$ cat src/rtl/biss_c_pkg.sv
// Shared types and helpers for the BiSS-C polling scheduler.
package biss_c_pkg;

    typedef enum logic [1:0] {
        S_IDLE  = 2'd0,
        S_REQ   = 2'd1,
        S_BUSY  = 2'd2,
        S_DRAIN = 2'd3
    } poll_state_t;

    localparam logic [7:0] BISS_CORE_IDLE = 8'd0;

    // Increment that sticks at the all-ones value of a counter 'width' bits wide (width <= 32).
    function automatic logic [31:0] sat_inc(input logic [31:0] value, input int unsigned width);
        logic [31:0] max_val;
        max_val = (width >= 32) ? 32'hFFFF_FFFF : ((32'd1 << width) - 32'd1);
        return (value >= max_val) ? max_val : value + 32'd1;
    endfunction

endpackage

$ cat src/rtl/biss_c_poll_timer.sv
// Free-running poll period counter; emits a one-cycle tick at the terminal count.
module biss_c_poll_timer #(
    parameter int PERIOD_W = 24
) (
    input  logic                clk,
    input  logic                rst,
    input  logic                enable,
    input  logic [PERIOD_W-1:0] poll_period,
    output logic                tick
);

    logic [PERIOD_W-1:0] count;
    logic                run;

    assign run = enable && (poll_period != '0);
    // >= rather than == so a period shortened below the current count still wraps.
    assign tick = run && (count >= poll_period - PERIOD_W'(1));

    always_ff @(posedge clk) begin
        if (!rst || !run) begin
            count <= '0;
        end else if (tick) begin
            count <= '0;
        end else begin
            count <= count + PERIOD_W'(1);
        end
    end

endmodule

$ cat src/rtl/biss_c_poll_ctrl.sv
// Poll scheduler for the biss_c master: request issue, watchdog, retries, fault and statistics.
module biss_c_poll_ctrl
    import biss_c_pkg::*;
#(
    parameter int PERIOD_W = 24,
    parameter int WDOG_W   = 16,
    parameter int CNT_W    = 16
) (
    input  logic                clk,
    input  logic                rst,
    input  logic                enable,
    input  logic                single_shot,
    input  logic [PERIOD_W-1:0] poll_period,
    input  logic [WDOG_W-1:0]   timeout_cycles,
    input  logic [3:0]          max_retries,
    input  logic                fault_clear,
    output logic                core_request,
    input  logic                core_valid,
    input  logic [31:0]         core_position,
    input  logic                core_error,
    input  logic                core_warn,
    input  logic [7:0]          core_state,
    output logic [31:0]         pos_data,
    output logic                pos_valid,
    output logic                pos_error,
    output logic                pos_warn,
    output logic [7:0]          seq,
    output logic                fault,
    output logic                busy,
    output logic [CNT_W-1:0]    ok_cnt,
    output logic [CNT_W-1:0]    crc_cnt,
    output logic [CNT_W-1:0]    tmo_cnt,
    output logic [CNT_W-1:0]    overrun_cnt,
    output logic [7:0]          state_dbg
);

    poll_state_t       state;
    logic              tick;
    logic              pending;
    logic              pending_ss;
    logic              ss_latched;
    logic              retry_wait;
    logic [3:0]        retry_cnt;
    logic [WDOG_W-1:0] wdog;
    logic              wdog_exp;
    logic              core_idle;
    logic              fail_crc;
    logic              fail_tmo;
    logic              can_retry;

    biss_c_poll_timer #(.PERIOD_W(PERIOD_W)) u_timer (
        .clk         (clk),
        .rst         (rst),
        .enable      (enable),
        .poll_period (poll_period),
        .tick        (tick)
    );

    // timeout_cycles = 0 wraps to all-ones here, giving the full 2^WDOG_W window.
    assign wdog_exp  = (wdog == timeout_cycles - WDOG_W'(1));
    assign core_idle = (core_state == BISS_CORE_IDLE);
    assign fail_crc  = (state == S_BUSY) && !core_valid && core_idle;
    assign fail_tmo  = wdog_exp && (((state == S_REQ) && core_idle) ||
                                    ((state == S_BUSY) && !core_valid && !core_idle));
    assign can_retry = (retry_cnt < max_retries) && (enable || ss_latched);
    assign busy      = (state != S_IDLE) || retry_wait;
    assign state_dbg = {6'd0, state};

    always_ff @(posedge clk) begin
        if (!rst) begin
            state        <= S_IDLE;
            core_request <= 1'b0;
            pos_data     <= '0;
            pos_valid    <= 1'b0;
            pos_error    <= 1'b0;
            pos_warn     <= 1'b0;
            seq          <= '0;
            fault        <= 1'b0;
            ok_cnt       <= '0;
            crc_cnt      <= '0;
            tmo_cnt      <= '0;
            overrun_cnt  <= '0;
            pending      <= 1'b0;
            pending_ss   <= 1'b0;
            ss_latched   <= 1'b0;
            retry_wait   <= 1'b0;
            retry_cnt    <= '0;
            wdog         <= '0;
        end else begin
            pos_valid <= 1'b0;
            if (fault_clear) fault <= 1'b0;
            if (state != S_IDLE) wdog <= wdog + WDOG_W'(1);

            // Ticks landing on an outstanding request or active frame are merged and only counted.
            if (tick && (pending || busy)) overrun_cnt <= CNT_W'(sat_inc(32'(overrun_cnt), CNT_W));
            if (single_shot) begin
                pending    <= 1'b1;
                pending_ss <= 1'b1;
            end else if (tick && !busy) begin
                pending <= 1'b1;
            end

            case (state)
                S_IDLE: begin
                    if (retry_wait) begin
                        if (core_idle) begin
                            retry_wait   <= 1'b0;
                            state        <= S_REQ;
                            core_request <= 1'b1;
                            wdog         <= '0;
                            pending      <= 1'b0;
                            pending_ss   <= 1'b0;
                            ss_latched   <= ss_latched || pending_ss;
                        end
                    end else if (pending || tick || single_shot) begin
                        state        <= S_REQ;
                        core_request <= 1'b1;
                        wdog         <= '0;
                        retry_cnt    <= '0;
                        pending      <= 1'b0;
                        pending_ss   <= 1'b0;
                        ss_latched   <= pending_ss || single_shot;
                    end
                end
                S_REQ: begin
                    if (!core_idle) begin
                        state        <= S_BUSY;
                        core_request <= 1'b0;
                    end
                end
                S_BUSY: begin
                    if (core_valid) begin
                        pos_data  <= core_position;
                        pos_error <= ~core_error;
                        pos_warn  <= ~core_warn;
                        pos_valid <= 1'b1;
                        seq       <= seq + 8'd1;
                        ok_cnt    <= CNT_W'(sat_inc(32'(ok_cnt), CNT_W));
                        retry_cnt <= '0;
                        state     <= S_DRAIN;
                    end
                end
                S_DRAIN: begin
                    if (core_idle) begin
                        state <= S_IDLE;
                    end else if (wdog_exp) begin
                        tmo_cnt <= CNT_W'(sat_inc(32'(tmo_cnt), CNT_W));
                        fault   <= 1'b1;
                        state   <= S_IDLE;
                    end
                end
                default: state <= S_IDLE;
            endcase

            if (fail_crc || fail_tmo) begin
                core_request <= 1'b0;
                if (fail_crc) crc_cnt <= CNT_W'(sat_inc(32'(crc_cnt), CNT_W));
                else          tmo_cnt <= CNT_W'(sat_inc(32'(tmo_cnt), CNT_W));
                if (can_retry) begin
                    retry_cnt <= retry_cnt + 4'd1;
                    if (fail_crc) begin
                        state        <= S_REQ;
                        core_request <= 1'b1;
                        wdog         <= '0;
                        pending      <= 1'b0;
                        pending_ss   <= 1'b0;
                        ss_latched   <= ss_latched || pending_ss;
                    end else begin
                        // Drop the request for at least a cycle and wait for the core to go idle.
                        state      <= S_IDLE;
                        retry_wait <= 1'b1;
                    end
                end else begin
                    fault     <= 1'b1;
                    retry_cnt <= '0;
                    state     <= S_IDLE;
                end
            end
        end
    end

endmodule

$ cat config.mk
export PLATFORM = sky130hd
export DESIGN_NAME = biss_c_poll_ctrl
export DESIGN_NICKNAME = d
export VERILOG_FILES = /design/src/rtl/biss_c_pkg.sv /design/src/rtl/biss_c_poll_timer.sv /design/src/rtl/biss_c_poll_ctrl.sv
export SDC_FILE = /design/constraint.sdc
export NUM_CORES = 1
export LEC_CHECK = 0
export ABC_AREA = 1
export BUFFER_PORTS_ARGS = -buffer_cell sky130_fd_sc_hd__buf_2
export CAP_MARGIN = 20
export CORE_ASPECT_RATIO = 2
export CORE_MARGIN = 2
export CORE_UTILIZATION = 60
export CTS_BUF_LIST = sky130_fd_sc_hd__clkbuf_2 sky130_fd_sc_hd__clkbuf_4 sky130_fd_sc_hd__clkbuf_8
export CTS_CLUSTER_SIZE = 40
export DETAILED_ROUTE_END_ITERATION = 8
export PLACE_DENSITY = 0.9
export SLEW_MARGIN = 20
export SYNTH_ARGS = -nofsm -noshare
export SYNTH_HDL_FRONTEND = slang
export SYNTH_HIERARCHICAL = 1
export SYNTH_SLANG_ARGS = --single-unit
$ cat constraint.sdc
create_clock -name clk -period 6.6 [get_ports clk]
set_clock_uncertainty 0.1 [all_clocks]
set_input_delay 0.33 -clock clk [delete_from_list [all_inputs] [get_ports clk]]
set_output_delay 0.33 -clock clk [all_outputs]
set_load 0.05 [all_outputs]
Word-level counts from Yosys, hierarchy flattened:

Index checks and enable logic that the tools add are counted.

* output and inout bits: 118
* logic and storage cells: 165
* bits of input ports: 92
* register bits: 159

* add/subtract/negate cells: 10
* bitwise operators: 2
* muxes and demuxes: 79
* equality and inequality tests: 11
* reduce and logical (&&, ||, !) cells: 38
* magnitude comparators: 6

Operator list (count)
* 16-bit two-way mux: 17
* 16-bit by 1-bit adder with 16-bit output, second input constant: 5
* 16-bit >= comparator, second input constant: 4
* 1-bit two-way mux: 45
* 24-bit by 1-bit adder with 24-bit output, second input constant: 1
* 24-bit >= comparator: 1
* 24-bit nonzero test: 1
* 24-bit by 1-bit subtractor with 24-bit output, second input constant: 1
* 4-bit two-way mux: 5
* 2-bit two-way mux: 9
* 16-bit == test: 1
* 16-bit by 1-bit subtractor with 16-bit output, second input constant: 1
* 4-bit inequality test, second input constant: 3
* 1-bit logical AND: 10
* 1-bit logical OR: 10
* 8-bit by 1-bit adder with 8-bit output, second input constant: 1
* 8-bit zero test: 1
* 2-bit case mux with 4 select lines: 1
* 4-bit case mux with 2 select lines: 1
* 4-bit AND reduction: 2
* 3-bit by 2-bit inequality test with 1-bit output, second input constant: 2
* 3-bit inequality test, second input constant: 2
* 2-bit AND reduction: 3
* 3-bit nonzero test: 2
* other kinds (11): 17

Logic depth before layout (Yosys ltp):

Gate-level depths: netlist (run 1).

* depth in word-level cells: 12
* mapped depth: 26
* depth with buffers taken out: 26

Hierarchy:

The synthesis (run 1) kept the hierarchy.

By module, submodules not included
* biss_c_poll_ctrl: sequential area each 2702.6 µm², area each 7243.2 µm², cells each 1060, instances 1
* biss_c_poll_timer: sequential area each 480.5 µm², area each 2417.3 µm², cells each 383, instances 1

Least setup slack after synthesis (run 1):

OpenSTA, ideal clock, no wires.

* path kind: input-to-reg
* start: input poll_period[0]
* end: register overrun_cnt[11]
* path slack: 2.927 ns
* library setup time: 0.070 ns
* arrival time: 3.502 ns
* data required time: 6.430 ns
* buffers on the path: 0
* stages: 23
* cell sequence: inv_1 > ha_1 > nand2_2 > nor3_1 > nand4_1 > o21ai_0 > inv_1 > ha_1 > nand2_1 > nor2_1 > nand4_1 > nor2_1 > nand2_1 > a21oi_1 > nand2_1 > nor2_1 > nand2_1 > nor2_1 > nand3_1 > nor2_1 > nand3_1 > o21a_1 > a21oi_1

* longest elaborated chain between the ends: 4
* elaborated cells on any way between the ends: 6
* classes of those cells: 1 x add/sub; 1 x order compare; 4 x reduce/logical

Ends and longest elaborated chain
* from (decl): RTL line biss_c_poll_ctrl.sv:13 `input logic [PERIOD_W-1:0] poll_period,`
* 24-bit by 1-bit subtractor with 24-bit output or 24-bit nonzero test (tied branches): RTL line biss_c_poll_timer.sv:17, biss_c_poll_timer.sv:15
* 24-bit >= comparator or 1-bit logical AND (tied branches): RTL line biss_c_poll_timer.sv:17, biss_c_poll_timer.sv:15
* 1-bit logical AND *: RTL line biss_c_poll_timer.sv:17 `assign tick = run && (count >= poll_period - PERIOD_W'(1));`
* net tick: RTL line biss_c_poll_ctrl.sv:38 `logic tick;`
* 1-bit logical AND *: RTL line biss_c_poll_ctrl.sv:95 `if (tick && (pending || busy)) overrun_cnt <= CNT_W'(sat_inc(32'(overrun_cnt), CNT_W));`
* to (signal assigned): RTL line biss_c_poll_ctrl.sv:95
* to (decl): RTL line biss_c_poll_ctrl.sv:33 `output logic [CNT_W-1:0] overrun_cnt,`

The timed path passes the listed nets; every way through them passes the cells marked *.
A chain may end at the register's enable or synchronous reset.

Worst setup path in the final report (run 1):

Ends and elaborated chain as after synthesis.

==> results.cfg, run 1 <==
[status]
status = finished, final reports clean

[finish]
layout_commonest_cell = nand2_1
drive_gt1_frac = 0.1722
fill_cells = 1271
area_growth_pct = 17.43
nets = 1792
final_cell_mix = 289 x nand2_1, 270 x nor2_1, 203 x buf_2
diodes = 0

[sta]
period_share = 0.6335
setup_viol = 0
slew_headroom = 0.3430
slew_viol_final = 0
period_minus_slack_ps = 4181
postLayoutSetupSlackWorst_ps = 2419
fmax_ghz = 0.2392
tns_ps = 0
hold_viol = 0
holdWs_ps = 15.22
rsz0062_at_grt = false
tightest_slew_ps = 976.5

[worst_hold_path]
hp-class = in2reg

[global_routing]
grt_max_degree = 72
grt_pass1_vias = 10070
track_usage = 0.3140
grt_antenna_before_repair = 0
grt_pass1_wl_um = 43660
grt_overflow = 0

[cts]
cts_max_path_buffers = 2
clkLatencyLatePin_ps = 480
htreeDepth = 4
numCtsBuffers = 17
clk_pin_slew_worst_paths_ps = 90
clock-sinks = 159
cts_resized = 0
cts-root-buf = clkbuf_8
cts_tree = yes
post-cts-setup-buffers = 0
cts_hold_buf = 21

[routing]
drt_wl_total_um = 26720
drt-pass1-iter-count = 6
postRouteAntennaNets = 0
vias = 10190
viasPerCell = 5.440
drc = 0
drtIter0Drc = 500
routedWlPerCell_um = 14.27

[logic_synthesis]
synth_edf_count = 0
synthArstFlopShare = 0
syn_area_mm2 = 0.009661
synth-main-ff-cell = dfxtp_1
syn_inst = 1443
synth_area_per_cell_um2 = 6.695
synth_cell_type_count = 52
synth-seq-cells = 159
ys_warn_count = 6
ys_seq_area_frac = 0.3295

[floorplan]
die-area_mm2 = 0.01719
num_rows = 65
die_h_um = 183.5
dieWidth_um = 93.73
start_util = 0.6123
core_area_mm2 = 0.01578
num_io_pins = 210

[flow_run]
drv_cap = 0

[critical_path]
crit_arrival_ps = 4490
worst_setup_path_start_kind = input port
timing.critical_path.mode_cell = nor2_1
crit_required_ps = 6910
slowest_stage = a21oi_1
crit_path_max_incr_delay_ps = 510
endpoint_kind = register
path_class = in2reg
critical_path.max_fanout = 6
path_cells = buf_2 -> inv_1 -> ha_1 -> nand2_2 -> nor3_1 -> nand4_1 -> o21ai_0 -> inv_1 -> ha_1 -> nand2_1 -> nor2_1 -> nand4_1 -> nor2_1 -> nand2_1 -> a21oi_1 -> nand2_1 -> nor2_1 -> nand2_1 -> nor2_1 -> nand3_1 -> nor2_1 -> nand3_1 -> o21a_1 -> a21oi_1

[place]
dp_slack_ps = 1913
finalWeightedCongestion = 0.9325
post-dp-hpwl_um = 19830
io_buffer_count = 203

[power]
peakVddDrop_mv = 0.2412
pwr_density_cell_mw_per_mm2 = 220.1
finalPower_w = 0.002497
p_leak_nw = 5.262
## sequential cells by signal (all words and copies together), names as in the netlist
name           cells
tmo_cnt           16
fault              1
pos_valid          1
pos_error          1
seq                8
state              2
crc_cnt           16
u_timer/count     24
retry_wait         1
retry_cnt          4
pos_data          32
wdog              16
pending            1
core_request       1
ok_cnt            16
pos_warn           1
ss_latched         1
overrun_cnt       16
pending_ss         1
## final cells by class
type,count,area (um2),area share
well taps,201,251.5,0.02217
flip-flops and latches,159,3183,0.2806
clock inverters,12,113.9,0.01004
repair buffers,228,1256,0.1107
clock buffers,20,262.8,0.02316
inverters,200,750.7,0.06617
multi-input cells,1053,5527,0.4872
## worst max-delay path, delay by kind of cell
kind                       cells  cell delay (ps)
and+or+nand+nor               15             2340
adders and majority gates      2              540
AOI/OAI and AO/OA              4             1000
buffers and inverters          3              280
## metal layers
| layer | routed length (um) | vias up | GRT usage |
|---|---|---|---|
| li1 | - | 5021 | - |
| met1 | 9260 | 4635 | 0.3001 |
| met2 | 14050 | 418 | 0.5794 |
| met3 | 1856 | 116 | 0.07995 |
| met4 | 1559 | 0 | 0.1965 |
| met5 | 0 | - | 0 |
## final timing paths
kind	slack, ps	start	depth (start not counted)	to
worst max register to register	3220	u_timer/count[0]	17	overrun_cnt[11]
worst max-delay path	2420	poll_period[0]	24	overrun_cnt[11]
worst min-delay path	20	core_position[27]	3	pos_data[27]
worst min register to register	370	seq[7]	2	seq[7]
## power breakdown
part / leakage [nW] / internal (W) / switching, W
logic: 3.81 / 0.000198 / 0.000537
clock network: 0.170 / 0.000316 / 0.000377
registers: 1.29 / 0.00102 / 0.0000456
total: 5.26 / 0.00154 / 0.000960
## synth_stat cells (2+ instances only)
cell	instances	area, um2
nand2_4	2	22.52
nor3_1	39	195.2
clkinv_1	2	7.510
xnor2_1	28	245.2
a31oi_1	6	37.54
and3_1	2	12.51
inv_2	5	18.77
nor3b_1	4	30.03
nor2_2	4	25.02
clkbuf_1	19	71.32
a22oi_1	2	15.01
and2_1	2	12.51
nor2_1	270	1013
buf_4	8	60.06
nand4_1	26	162.7
nand2_1	289	1085
xor2_1	52	455.4
a21oi_1	64	320.3
ha_1	41	513.0
buf_2	2	10.01
nor3_2	3	30.03
o22ai_1	2	12.51
nand3b_1	8	60.06
a211oi_2	2	25.02
buf_6	5	56.30
nor4_1	5	31.28
nor2_4	6	67.56
a211oi_1	7	52.55
nand3_1	78	390.4
dfxtp_1	159	3183
o21a_1	3	22.52
o21ai_0	66	330.3
or2_2	4	25.02
nand2_2	4	25.02
inv_1	193	724.4
nand3_2	13	130.1
a21boi_0	2	15.01
a21o_1	2	15.01
## metrics by stage
stage               instance area, um2  utilization  instances
finish                           11340       0.7190       1873
global route                     11340       0.7190       1873
CTS                              11340       0.7190       1873
detailed placement               10760       0.6818       1820
global placement                 10760       0.6818       1820
floorplan                         9679            -       1448
## kinds of logic after synthesis
kind of cell               share of synthesized area
and+or+nand+nor                               0.3511
buffers and inverters                         0.1004
AOI/OAI and AO/OA                            0.09299
DFF                                           0.3295
xor gates and xnor gates                     0.07253
adders and majority gates                    0.05310
other                                      0.0003882
Power figures use the tool's default switching activity.
==> run 2, diff against run 1 <==
- CORE_UTILIZATION: 60 -> 51
- PLACE_DENSITY: 0.9 -> 0.82
- clock period: 6.6 -> 3.4 ns (I/O delays scaled with it)
==> results.cfg, run 2 (synthesized netlist as in run 1, its figures left out) <==
[status]
status = finished, final reports clean

[critical_path]
worstRegToRegCells = 16
critical_path.max_fanout = 4
startpoint = poll_period[2]
timing.critical_path.mode_cell = nor2_1
crit_required_ps = 3680
r2r-start = u_timer/count[11]
worst_setup_path_start_kind = input port
crit_arrival_ps = 3500
rrSetupSlack_ps = 610
path_class = in2reg
rr_endpoint = overrun_cnt[13]
crit_path_max_incr_delay_ps = 290
crit_end = overrun_cnt[13]
endpoint_kind = register
slowest_stage = ha_1

[flow_run]
drv_cap = 0

[finish]
largest_reg_flops = 32
regMostFlops = pos_data
top_regs = pos_data (32), u_timer/count (24)
fin_cells = 1967
fill_cells = 1612
layout_commonest_cell = nand2_1
diodes = 0
nets = 1868
utilization = 0.6498
post-route-cell-area_mm2 = 0.01212
drive_gt1_frac = 0.2094
area_growth_pct = 25.48
final_cell_mix = 286 x nand2_1, 265 x nor2_1, 203 x buf_2

[routing]
drt_wl_total_um = 27860
routedWlPerCell_um = 14.16
wl_met2_um = 14820
postRouteAntennaNets = 0
met1Wirelength_um = 10070
drc = 0
met3_length_um = 1463
viasPerCell = 5.265
drtIter0Drc = 448
drt-pass1-iter-count = 6
top_layer = met5
vias = 10360

[global_routing]
track_usage = 0.2741
grt_max_degree = 54
grt_pass1_vias = 10160
grt_pass1_wl_um = 44530
grt_antenna_before_repair = 1
grt_overflow = 0

[sta]
period_minus_slack_ps = 3225
slew_headroom = 0.3349
tns_ps = 0
hold_viol = 0
slew_viol_final = 0
fmax_ghz = 0.3100
period_share = 0.9486
tightest_slew_ps = 996.2
setup_viol = 0
postLayoutSetupSlackWorst_ps = 174.7

[floorplan]
num_io_pins = 210
start_util = 0.5178
dieWidth_um = 101.3
die-area_mm2 = 0.02013
die_h_um = 198.6
core_area_mm2 = 0.01866
num_rows = 71

[power]
power_switching_w = 0.001932
power_frac_comb = 0.303
peakVddDrop_mv = 0.4391
p_sw_frac = 0.3791
p_leak_nw = 5.674
pwr-share-seq = 0.408
clkPwrFrac = 0.289
pwr_density_cell_mw_per_mm2 = 420.4
p_int_w = 0.003164

[place]
dp_slack_ps = -441.6
placed_cells = 1895
io_buffer_count = 203
finalWeightedCongestion = 0.9404
post-dp-hpwl_um = 20620
place_area_mm2 = 0.01125

[cts]
clk_pin_slew_worst_paths_ps = 90
cts-root-buf = clkbuf_8
clock-sinks = 159
clkLatencyLatePin_ps = 470
cts_tree = yes
htreeDepth = 4
cts_max_path_buffers = 2
numCtsBuffers = 17

[worst_hold_path]
hp-class = in2reg
## run 2: metrics by stage
stage / hold WS [ps] / power, W
final: 127.6 / 0.005096
after global routing: 127.9 / 0.005330
after CTS: 114.7 / 0.005069
after detailed placement: 249.4 / 0.003585
after global placement: 243.9 / 0.003555
after floorplan: 160.0 / 0.003139
## run 2: final cells by class
class	count	area (um2)	area share
clock buffers	19	261.5	0.02157
clock inverters	13	152.6	0.01259
multi-input cells	1053	5610	0.4628
inverters	200	750.7	0.06193
flip-flops and latches	159	3183	0.2626
repair buffers	304	1889	0.1559
well taps	219	274.0	0.02261
## run 2: how the worst min path moves through the flow
stage	from	endpoint	slack, ps	depth (start not counted)
after floorplan	core_error	pos_error	160	1
after global placement	core_warn	pos_warn	240	2
after detailed placement	core_warn	pos_warn	250	2
after CTS	core_valid	pos_valid	110	4
after global routing	core_valid	pos_valid	130	4
final	core_valid	pos_valid	130	4
## run 2: critical path: cells and delay by family
family	cells	cell delay, ps
AOI/OAI and AO/OA	2	310
adders and majority gates	1	290
buffers and inverters	4	310
and+or+nand+nor	17	2310
xor gates and xnor gates	1	150
## run 2: layer usage
metal	vias up	GRT usage
li1	5169	-
met1	4770	0.2660
met2	308	0.5156
met3	108	0.05517
met4	2	0.1632
met5	-	0
## run 2: timing repair
action	4_1_cts	5_1_grt
setup endpoints to repair	0	38
gates resized for setup	0	19
setup buffers	0	4
hold buffers	36	0
hold endpoints to repair	37	0
## run 2: power groups by stage
stage,registers [W],logic [W],clock network (W)
after CTS,0.00207,0.00150,0.00149
after global placement,0.00211,0.00144,0
after global routing,0.00209,0.00167,0.00157
final,0.00208,0.00154,0.00148
after floorplan,0.00247,0.000671,0
after detailed placement,0.00212,0.00147,0
